<file path="config.mk">
export PLATFORM = sky130hd
export DESIGN_NAME = tt_um_reuel_pandher_seq_sched
export DESIGN_NICKNAME = d
export VERILOG_FILES = /design/src/rtl/seq_sched_pkg.sv /design/src/rtl/seq_sched_rr_arbiter.sv /design/src/rtl/tt_um_reuel_pandher_seq_sched.sv
export SDC_FILE = /design/constraint.sdc
export NUM_CORES = 1
export LEC_CHECK = 0
export CAP_MARGIN = 25
export CELL_PAD_IN_SITES_DETAIL_PLACEMENT = 2
export CELL_PAD_IN_SITES_GLOBAL_PLACEMENT = 2
export CORE_AREA = 10 10 102 104
export DETAILED_ROUTE_END_ITERATION = 10
export DIE_AREA = 0 0 112 114
export GPL_ROUTABILITY_DRIVEN = 0
export PLACE_DENSITY_LB_ADDON = 0.1
export SYNTH_ARGS = -nofsm -noshare
export SYNTH_HDL_FRONTEND = slang
export SYNTH_SLANG_ARGS = --single-unit
</file>
<file path="constraint.sdc">
create_clock -name clk -period 3.7 [get_ports clk]
set_clock_uncertainty 0.15 [all_clocks]
set_input_delay 0.555 -clock clk [delete_from_list [all_inputs] [get_ports clk]]
set_output_delay 0.555 -clock clk [all_outputs]
set_load 0.05 [all_outputs]
</file>
<file path="src/rtl/seq_sched_pkg.sv">
// Shared types and the "1101" Moore detector next-state logic for the
// time-multiplexed sequence scheduler.
package seq_sched_pkg;

    localparam int NCH   = 4;
    localparam int CNT_W = 4;
    localparam int IDX_W = 2;

    localparam logic [CNT_W-1:0] CNT_MAX = {CNT_W{1'b1}};

    typedef enum logic [2:0] {
        ST_A = 3'b000,
        ST_B = 3'b010,
        ST_C = 3'b110,
        ST_D = 3'b100,
        ST_E = 3'b011
    } state_t;

    // Unused codes fall back to A so a corrupted saved state self-heals.
    function automatic state_t seq_next(input state_t s, input logic x);
        state_t n;
        case (s)
            ST_A:    n = x ? ST_B : ST_A;
            ST_B:    n = x ? ST_C : ST_A;
            ST_C:    n = x ? ST_C : ST_D;
            ST_D:    n = x ? ST_E : ST_A;
            ST_E:    n = x ? ST_C : ST_A;
            default: n = ST_A;
        endcase
        return n;
    endfunction

    function automatic logic seq_hit(input state_t s, input logic x);
        return (seq_next(s, x) == ST_E);
    endfunction

endpackage

</file>
<file path="src/rtl/seq_sched_rr_arbiter.sv">
// Round-robin arbiter: picks the first eligible channel after the last winner,
// one grant per cycle; the last winner is held in a register.
module rr_arbiter
    import seq_sched_pkg::*;
(
    input  logic             clk,
    input  logic             rst_n,
    input  logic [NCH-1:0]   i_req,
    input  logic [NCH-1:0]   i_mask,
    output logic [NCH-1:0]   o_grant,
    output logic             o_valid,
    output logic [IDX_W-1:0] o_idx
);

    logic [IDX_W-1:0] r_last;
    logic [NCH-1:0]   w_elig;
    logic [IDX_W-1:0] w_cand;
    logic             w_take;

    // Rotating priority search; the index wraps naturally with a 2-bit counter.
    always_comb begin
        w_elig  = i_req & ~i_mask;
        w_cand  = '0;
        w_take  = 1'b0;
        o_valid = 1'b0;
        o_idx   = r_last;
        for (int k = 1; k <= NCH; k++) begin
            w_cand  = r_last + IDX_W'(k);
            w_take  = !o_valid && w_elig[w_cand];
            o_idx   = w_take ? w_cand : o_idx;
            o_valid = o_valid | w_take;
        end
        o_grant = o_valid ? (NCH'(1) << o_idx) : '0;
    end

    // Last-winner register; resets to the top channel so ch0 is served first.
    always_ff @(posedge clk) begin
        if (!rst_n) begin
            r_last <= IDX_W'(NCH - 1);
        end else if (o_valid) begin
            r_last <= o_idx;
        end else begin
            r_last <= r_last;
        end
    end

endmodule

</file>
<file path="src/rtl/tt_um_reuel_pandher_seq_sched.sv">
// Four serial channels share one "1101" detector datapath; each channel keeps
// its own saved state, and a round-robin arbiter steps one channel per cycle.
module tt_um_reuel_pandher_seq_sched
    import seq_sched_pkg::*;
(
    input  logic [7:0] ui_in,
    output logic [7:0] uo_out,
    input  logic [7:0] uio_in,
    output logic [7:0] uio_out,
    output logic [7:0] uio_oe,
    input  logic       ena,
    input  logic       clk,
    input  logic       rst_n
);

    state_t           r_state [NCH];
    logic [CNT_W-1:0] r_cnt   [NCH];
    logic [NCH-1:0]   r_ack;
    logic [NCH-1:0]   r_det;

    logic [NCH-1:0]   w_data;
    logic [NCH-1:0]   w_req;
    logic [NCH-1:0]   w_grant;
    logic             w_valid;
    logic [IDX_W-1:0] w_idx;
    logic [IDX_W-1:0] w_sel;
    logic             w_clr;
    state_t           w_next;
    logic             w_hit;
    logic             w_unused;

    assign w_data   = ui_in[3:0];
    assign w_req    = ui_in[7:4];
    assign w_sel    = uio_in[5:4];
    assign w_clr    = uio_in[6];
    assign w_unused = &{1'b0, ena, uio_in[3:0], uio_in[7]};

    // The ack mask keeps a channel from being consumed twice on one bit.
    rr_arbiter u_arb (
        .clk     (clk),
        .rst_n   (rst_n),
        .i_req   (w_req),
        .i_mask  (r_ack),
        .o_grant (w_grant),
        .o_valid (w_valid),
        .o_idx   (w_idx)
    );

    // Shared next-state datapath driven by the granted channel.
    always_comb begin
        w_next = seq_next(r_state[w_idx], w_data[w_idx]);
        w_hit  = w_valid && seq_hit(r_state[w_idx], w_data[w_idx]);
    end

    // Channel states, ack/detect pulses and saturating hit counters.
    always_ff @(posedge clk) begin
        if (!rst_n) begin
            r_ack <= '0;
            r_det <= '0;
            for (int i = 0; i < NCH; i++) begin
                r_state[i] <= ST_A;
                r_cnt[i]   <= '0;
            end
        end else begin
            r_ack <= w_grant;
            r_det <= w_grant & {NCH{w_hit}};
            if (w_valid) begin
                r_state[w_idx] <= w_next;
            end else begin
                r_state[w_idx] <= r_state[w_idx];
            end
            for (int i = 0; i < NCH; i++) begin
                if (w_clr) begin
                    r_cnt[i] <= '0;
                end else if (w_hit && (w_idx == IDX_W'(i)) && (r_cnt[i] != CNT_MAX)) begin
                    r_cnt[i] <= r_cnt[i] + CNT_W'(1);
                end else begin
                    r_cnt[i] <= r_cnt[i];
                end
            end
        end
    end

    assign uo_out  = {r_cnt[w_sel], r_det};
    assign uio_out = {4'h0, r_ack};
    assign uio_oe  = 8'h0F;

endmodule
</file>
==> results of run 1 <==
## area by class of cell
cell class | instances | area [um2] | share of cell area
multi-input cells | 142 | 1090 | 0.373
flip-flops and latches | 38 | 1040 | 0.357
repair buffers | 52 | 450 | 0.155
well taps | 108 | 135 | 0.0464
clock buffers | 5 | 68.8 | 0.0236
inverters | 18 | 67.6 | 0.0232
clock inverters | 3 | 63.8 | 0.0219
## synthesized netlist by cell type, drive strengths merged, types with 2 or more instances
library cell | instances | area [um2]
nor3 | 13 | 111
inv | 18 | 67.6
nand2 | 17 | 63.8
or3 | 2 | 12.5
nor4 | 8 | 62.6
a21oi | 6 | 30.0
mux4 | 9 | 206
and4 | 2 | 17.5
ha | 4 | 50.1
mux2i | 4 | 40.0
and3 | 4 | 25.0
conb | 2 | 7.51
clkbuf | 2 | 7.51
nand2b | 8 | 60.1
o21a | 2 | 15.0
xnor2 | 4 | 35.0
buf | 16 | 144
nor3b | 2 | 15.0
a311oi | 2 | 30.0
o31ai | 4 | 30.0
nor2 | 19 | 71.3
o21ai | 6 | 33.8
and2 | 4 | 25.0
dfxtp | 10 | 200
edfxtp | 28 | 841
## cells by family after synthesis
kind of cell,count (synthesis),synth area share
XOR/XNOR,4,0.0153
buffers and inverters,36,0.0957
AND/OR/NAND/NOR,83,0.215
flip-flops,38,0.455
other,2,0.00328
AO/OA/AOI/OAI,25,0.0809
multiplexers,14,0.113
adder cells (fa/ha/maj),4,0.0219
## worst min path at each step
stage | start | depth (start not counted) | endpoint | slack (ns)
final | r_cnt[3][0]$_SDFFCE_PN0P_ | 1 | r_cnt[3][0]$_SDFFCE_PN0P_ | 0.49
after global routing | r_cnt[3][0]$_SDFFCE_PN0P_ | 1 | r_cnt[3][0]$_SDFFCE_PN0P_ | 0.54
after CTS | r_cnt[2][0]$_SDFFCE_PN0P_ | 1 | r_cnt[2][0]$_SDFFCE_PN0P_ | 0.51
after detailed placement | r_cnt[0][0]$_SDFFCE_PN0P_ | 1 | r_cnt[0][0]$_SDFFCE_PN0P_ | 0.49
after global placement | r_cnt[1][0]$_SDFFCE_PN0P_ | 1 | r_cnt[1][0]$_SDFFCE_PN0P_ | 0.49
after floorplan | r_cnt[3][0]$_SDFFCE_PN0P_ | 1 | r_cnt[3][0]$_SDFFCE_PN0P_ | 0.43
## where the power goes
part           total (mW)  internal (mW)  switching, mW  leakage (nW)
Combinational       0.567          0.237          0.331         0.695
Clock               0.424          0.267          0.157        0.0658
Sequential          0.561          0.522         0.0389         0.388
## routing by layer
layer / track usage / wire (um) / vias to the layer above / part of all wire
met5: 0 / 0 / - / 0
li1: - / - / 821 / -
met1: 0.125 / 2860 / 855 / 0.46
met3: 0.0273 / 255 / 5 / 0.041
met2: 0.172 / 3080 / 33 / 0.49
met4: 0.0228 / 42 / 0 / 0.0067
## metrics by stage
stage	hold slack (ns)	instances	total power, mW
after floorplan	0.427	216	0.922
after global placement	0.488	357	1.13
after detailed placement	0.491	357	1.14
after CTS	0.507	365	1.57
after global routing	0.537	366	1.65
final	0.492	366	1.55
## flip-flops by register name, summed over array words and instances (netlist names)
register	flops
r_det	4
u_arb.r_last	2
r_ack	4
r_cnt	16
r_state	12
## worst reg2reg max path, cell delays in order (launching register included)
cell and delay, ns:
dfxtp_1 0.35, nor3b_2 0.25, a311oi_2 0.09, o21ai_4 0.29, buf_4 0.18, mux4_2 0.51
or4_4 0.43, or3_1 0.36, buf_4 0.20, nor4_1 0.18
## repair_timing
action	4_1_cts	5_1_grt
setup endpoints to repair	28	26
resized for setup	2	3
setup buffers	0	1
pin swaps	0	1
==> flow_summary.ini, run 1 <==
[cts]
cts_buffers = 5
cts_root_buffer = clkbuf_8
clk_pin_slew_ns = 0.08
clock-sinks = 38
cts_tree = yes
cts_hold_buf = 0
clk_latency_ns = 0.29
clk_path_buf_depth = 2
cts_max_level = 2

[pwr]
power.density_nw_per_um2 = 533
vdd_drop_max_uv = 178
p_leak_nw = 1.15

[logic_synthesis]
ys_seq_area_frac = 0.455
async_flop_share = 0
ys.flop_type = edfxtp_1
synth_edf_count = 28
postSynthCellCount = 206
yosys.cell_types.count = 44
synth-warning-count = 0
avgSynthCellArea_um2 = 11.1
synth_seq_cells = 38
syn_area_um2 = 2290

[sta]
slew_viol_final = 0
worstMarginPinSlew_ns = 0.512
final.min_clock_period_ns = 3.54
hold_viol = 0
period_share = 0.957
timing.final.ws_setup_ns = 0.159
fmax_mhz = 282
tns_ns = 0
max_slew_margin = 0.658
setup_viol = 0

[route]
firstDrtPassIters = 4
wirelength_mm = 6.23
viasPerCell = 4.68
drt_iter0_drc = 45
vias = 1714
wl_per_cell_um = 17.0
drcViolationCount = 0
drtAntennaViolNets = 0

[placed_design]
pre_cts_slack_ns = -0.381
portBuffers = 24
place_area_um2 = 2750
dpl.hpwl_mm = 5.08

[global_routing]
grtUsageTotal = 0.101
grt_start_max_net_pins = 14
grt_pass1_vias = 1969
antenna_found_initial = 0
overflow = 0
grt_pass1_wl_mm = 10.4

[die]
core_um2 = 8470
rows = 34
num_io_pins = 43
start_util = 0.270
die-area_um2 = 12800
die_x_um = 112
die_height_um = 114

[setup_path]
crit_slowest_cell = mux4_2
r2r_start = u_arb.r_last[0]$_SDFFE_PN1N_
crit_end = r_cnt[1][0]$_SDFFCE_PN0P_
r2r_cells = 9
worst-setup-path-type = input port to flip-flop
startpoint = ui_in[5]
cp_top_family = simple AND/OR/NAND/NOR gates
crit_required_ns = 3.65
path_cells = clkdlybuf4s50_1, nor3b_2, a311oi_2, o21ai_4, buf_4, mux4_2, or4_4, or3_1, buf_4, nor4_1
critical_path.most_common_cell = buf_4
r2r_setup_slack_ns = 0.52
critical-path-max-stage-delay_ns = 0.51
cp.arrival_ns = 3.49
endpoint_kind = flip-flop
startpoint_type = input port
timing.rr.end = r_cnt[1][0]$_SDFFCE_PN0P_
cp_num_buf_inv = 3
path_depth = 10
cp_max_fo = 8

[final_layout]
nFillCells = 934
area_growth_pct = 27.3
final_nets = 280
fin_util = 0.344
antenna_cells = 0
final_cell_mix = buf_4, edfxtp_1, clkdlybuf4s50_1
final_layout_size_suffix_gt1_frac = 0.248
final_area_um2 = 2910

[outcome]
outcome = completed

[flow_run]
maxCapViolCount = 0

[hold_path]
min-delay-path-class = flip-flop to flip-flop
Note: power is estimated with default switching activity, not from simulation.
==> run 2, diff against run 1 <==
--- a/config.mk
+++ b/config.mk
@@ -8,9 +8,9 @@
 export CAP_MARGIN = 25
 export CELL_PAD_IN_SITES_DETAIL_PLACEMENT = 2
 export CELL_PAD_IN_SITES_GLOBAL_PLACEMENT = 2
-export CORE_AREA = 10 10 102 104
+export CORE_AREA = 10 10 94 96
 export DETAILED_ROUTE_END_ITERATION = 10
-export DIE_AREA = 0 0 112 114
+export DIE_AREA = 0 0 104 106
 export GPL_ROUTABILITY_DRIVEN = 0
 export PLACE_DENSITY_LB_ADDON = 0.1
 export SYNTH_ARGS = -nofsm -noshare
==> constraint.sdc (replaced) <==
create_clock -name clk -period 3.9 [get_ports clk]
set_clock_uncertainty 0.15 [all_clocks]
set_input_delay 0.585 -clock clk [delete_from_list [all_inputs] [get_ports clk]]
set_output_delay 0.585 -clock clk [all_outputs]
set_load 0.05 [all_outputs]
==> run 2 against run 1 <==
Register-to-register slack improved by 0.10 ns. Wire length is essentially flat. Final area down 3.3%. Utilization up 5.5 points. Global-route usage increased by 1.2 points. Flip-flop and latch count unchanged. Sequential share of layout area up 1.2 points. Via count rose by 0.70%. Clock power decreased by 20%.
==> flow_summary.ini, run 2 (synthesized netlist as in run 1, its figures left out) <==
[route]
wl_met1_mm = 2.49
drt_iter0_drc = 26
firstDrtPassIters = 4
routed-wl-met3_um = 128
wl_per_cell_um = 17.7
drtAntennaViolNets = 0
routed.top_layer = met4
wirelength_mm = 6.23
viasPerCell = 4.92
vias = 1726
drcViolationCount = 0
met2_wirelength_mm = 3.56

[final_layout]
layout.cells.non_filler = 351
top_regs = r_cnt: 16 flops, r_state: 12 flops
area_growth_pct = 23.1
largest_register_ffs = 16
nFillCells = 791
final_common_cell = edfxtp_1
antenna_cells = 0
regMostFlops = r_cnt
final_nets = 274
final_layout_size_suffix_gt1_frac = 0.218
final_cell_mix = edfxtp_1, clkdlybuf4s50_1, buf_4

[sta]
max_slew_margin = 0.646
hold_viol = 0
rsz0062_at_grt = no
worstMarginPinSlew_ns = 0.529
timing.final.ws_setup_ns = 0.156
setup_viol = 0
period_share = 0.960
final.min_clock_period_ns = 3.74
fmax_mhz = 267
slew_viol_final = 0

[placed_design]
pre_cts_slack_ns = -0.153
dpl.hpwl_mm = 5.18
dp.cells = 343
portBuffers = 24

[setup_path]
startpoint_type = input port
crit_required_ns = 3.86
cp.arrival_ns = 3.70
critical-path-max-stage-delay_ns = 0.51
critical_path.most_common_cell = buf_4
endpoint_kind = flip-flop
worst-setup-path-type = input port to flip-flop
path_cells = clkdlybuf4s50_1, nor3b_1, a311oi_2, o21ai_2, buf_4, mux4_2, or4_4, or3_1, buf_4, nor4_1
cp_max_fo = 8
crit_slowest_cell = clkdlybuf4s50_1

[die]
die_x_um = 104
core_um2 = 7060
die-area_um2 = 11000
die_height_um = 106
num_io_pins = 43
start_util = 0.324
rows = 31

[pwr]
vdd_drop_max_uv = 197
p_leak_nw = 1.10
power.density_nw_per_um2 = 493

[cts]
clk_pin_slew_ns = 0.08
post_cts_buffers = 0
clock-sinks = 38
clk_path_buf_depth = 2
cts_buffers = 5
cts_root_buffer = clkbuf_8
cts_hold_buf = 0
clk_latency_ns = 0.29
cts-resized-gates = 0
cts_tree = yes
cts_max_level = 2

[hold_path]
min-delay-path-class = flip-flop to flip-flop

[outcome]
outcome = completed

[flow_run]
maxCapViolCount = 0

[global_routing]
overflow = 0
grtUsageTotal = 0.113
grt_pass1_vias = 1948
grt_pass1_wl_mm = 10.2
antenna_found_initial = 0
grt_start_max_net_pins = 14
run 2: cell types whose count changed in the layout (fill, tap and decap cells not counted), moves of 2 or more:
cell	before	now
clkinvlp_4	0	2
buf_4	28	22
nor3b_1	0	2
nor3b_2	2	0
run 2: report_power, final:
part	switching (mW)	internal (mW)	total (mW)	leakage [nW]
clock	0.149	0.190	0.340	0.0504
sequential	0.0358	0.496	0.531	0.388
combinational	0.310	0.208	0.518	0.666
total	0.495	0.894	1.39	1.10
run 2: final timing paths:
| kind | to | from | slack (ns) | cells after the start |
|---|---|---|---|---|
| setup / recovery | r_cnt[3][0]$_SDFFCE_PN0P_ | ui_in[7] | 0.16 | 10 |
| hold / removal | r_cnt[1][0]$_SDFFCE_PN0P_ | r_cnt[1][0]$_SDFFCE_PN0P_ | 0.49 | 1 |
| setup reg to reg | r_cnt[3][0]$_SDFFCE_PN0P_ | r_ack[3]$_SDFF_PN0_ | 0.62 | 9 |
| hold reg to reg | r_cnt[1][0]$_SDFFCE_PN0P_ | r_cnt[1][0]$_SDFFCE_PN0P_ | 0.49 | 1 |
run 2: final cells by class:
class                      instances  area (um2)  share of cell area
inverter                          18        67.6              0.0240
sequential                        38        1040               0.369
clock inverter                     3        45.0              0.0160
timing repair buffer              46         405               0.144
tap                               99         124              0.0440
clock buffer                       5        68.8              0.0244
multi-input combinational        142        1070               0.378
run 2: per-stage QoR:
step                      power, mW   util  instance area, um2  TNS [ns]  hold slack [ns]
final                          1.39  0.399                2820         0            0.486
after global routing           1.46  0.399                2820         0            0.510
after CTS                      1.41  0.399                2820         0            0.489
after detailed placement       1.06  0.383                2700     -2.51            0.476
after global placement         1.04  0.383                2700   -0.0542            0.467
after floorplan               0.874      -                2330         0            0.427
run 2: worst max-delay path: cells and delay by family:
kind	cells	cell delay (ns)
simple gates	4	1.34
buf+inv	3	0.88
mux	1	0.51
compound gates	2	0.38
run 2: routing by layer:
| metal | track usage | vias up |
|---|---|---|
| met5 | 0 | - |
| met4 | 0.0179 | 0 |
| met3 | 0.0236 | 8 |
| met2 | 0.226 | 21 |
| met1 | 0.120 | 887 |
| li1 | - | 810 |
==> run 3, diff against run 2 <==
--- a/config.mk
+++ b/config.mk
@@ -5,7 +5,7 @@
 export SDC_FILE = /design/constraint.sdc
 export NUM_CORES = 1
 export LEC_CHECK = 0
-export CAP_MARGIN = 25
+export CAP_MARGIN = 20
 export CELL_PAD_IN_SITES_DETAIL_PLACEMENT = 2
 export CELL_PAD_IN_SITES_GLOBAL_PLACEMENT = 2
 export CORE_AREA = 10 10 94 96
==> results of run 3 <==
No change in the layout: final DEF, timing and power equal those of run 2.
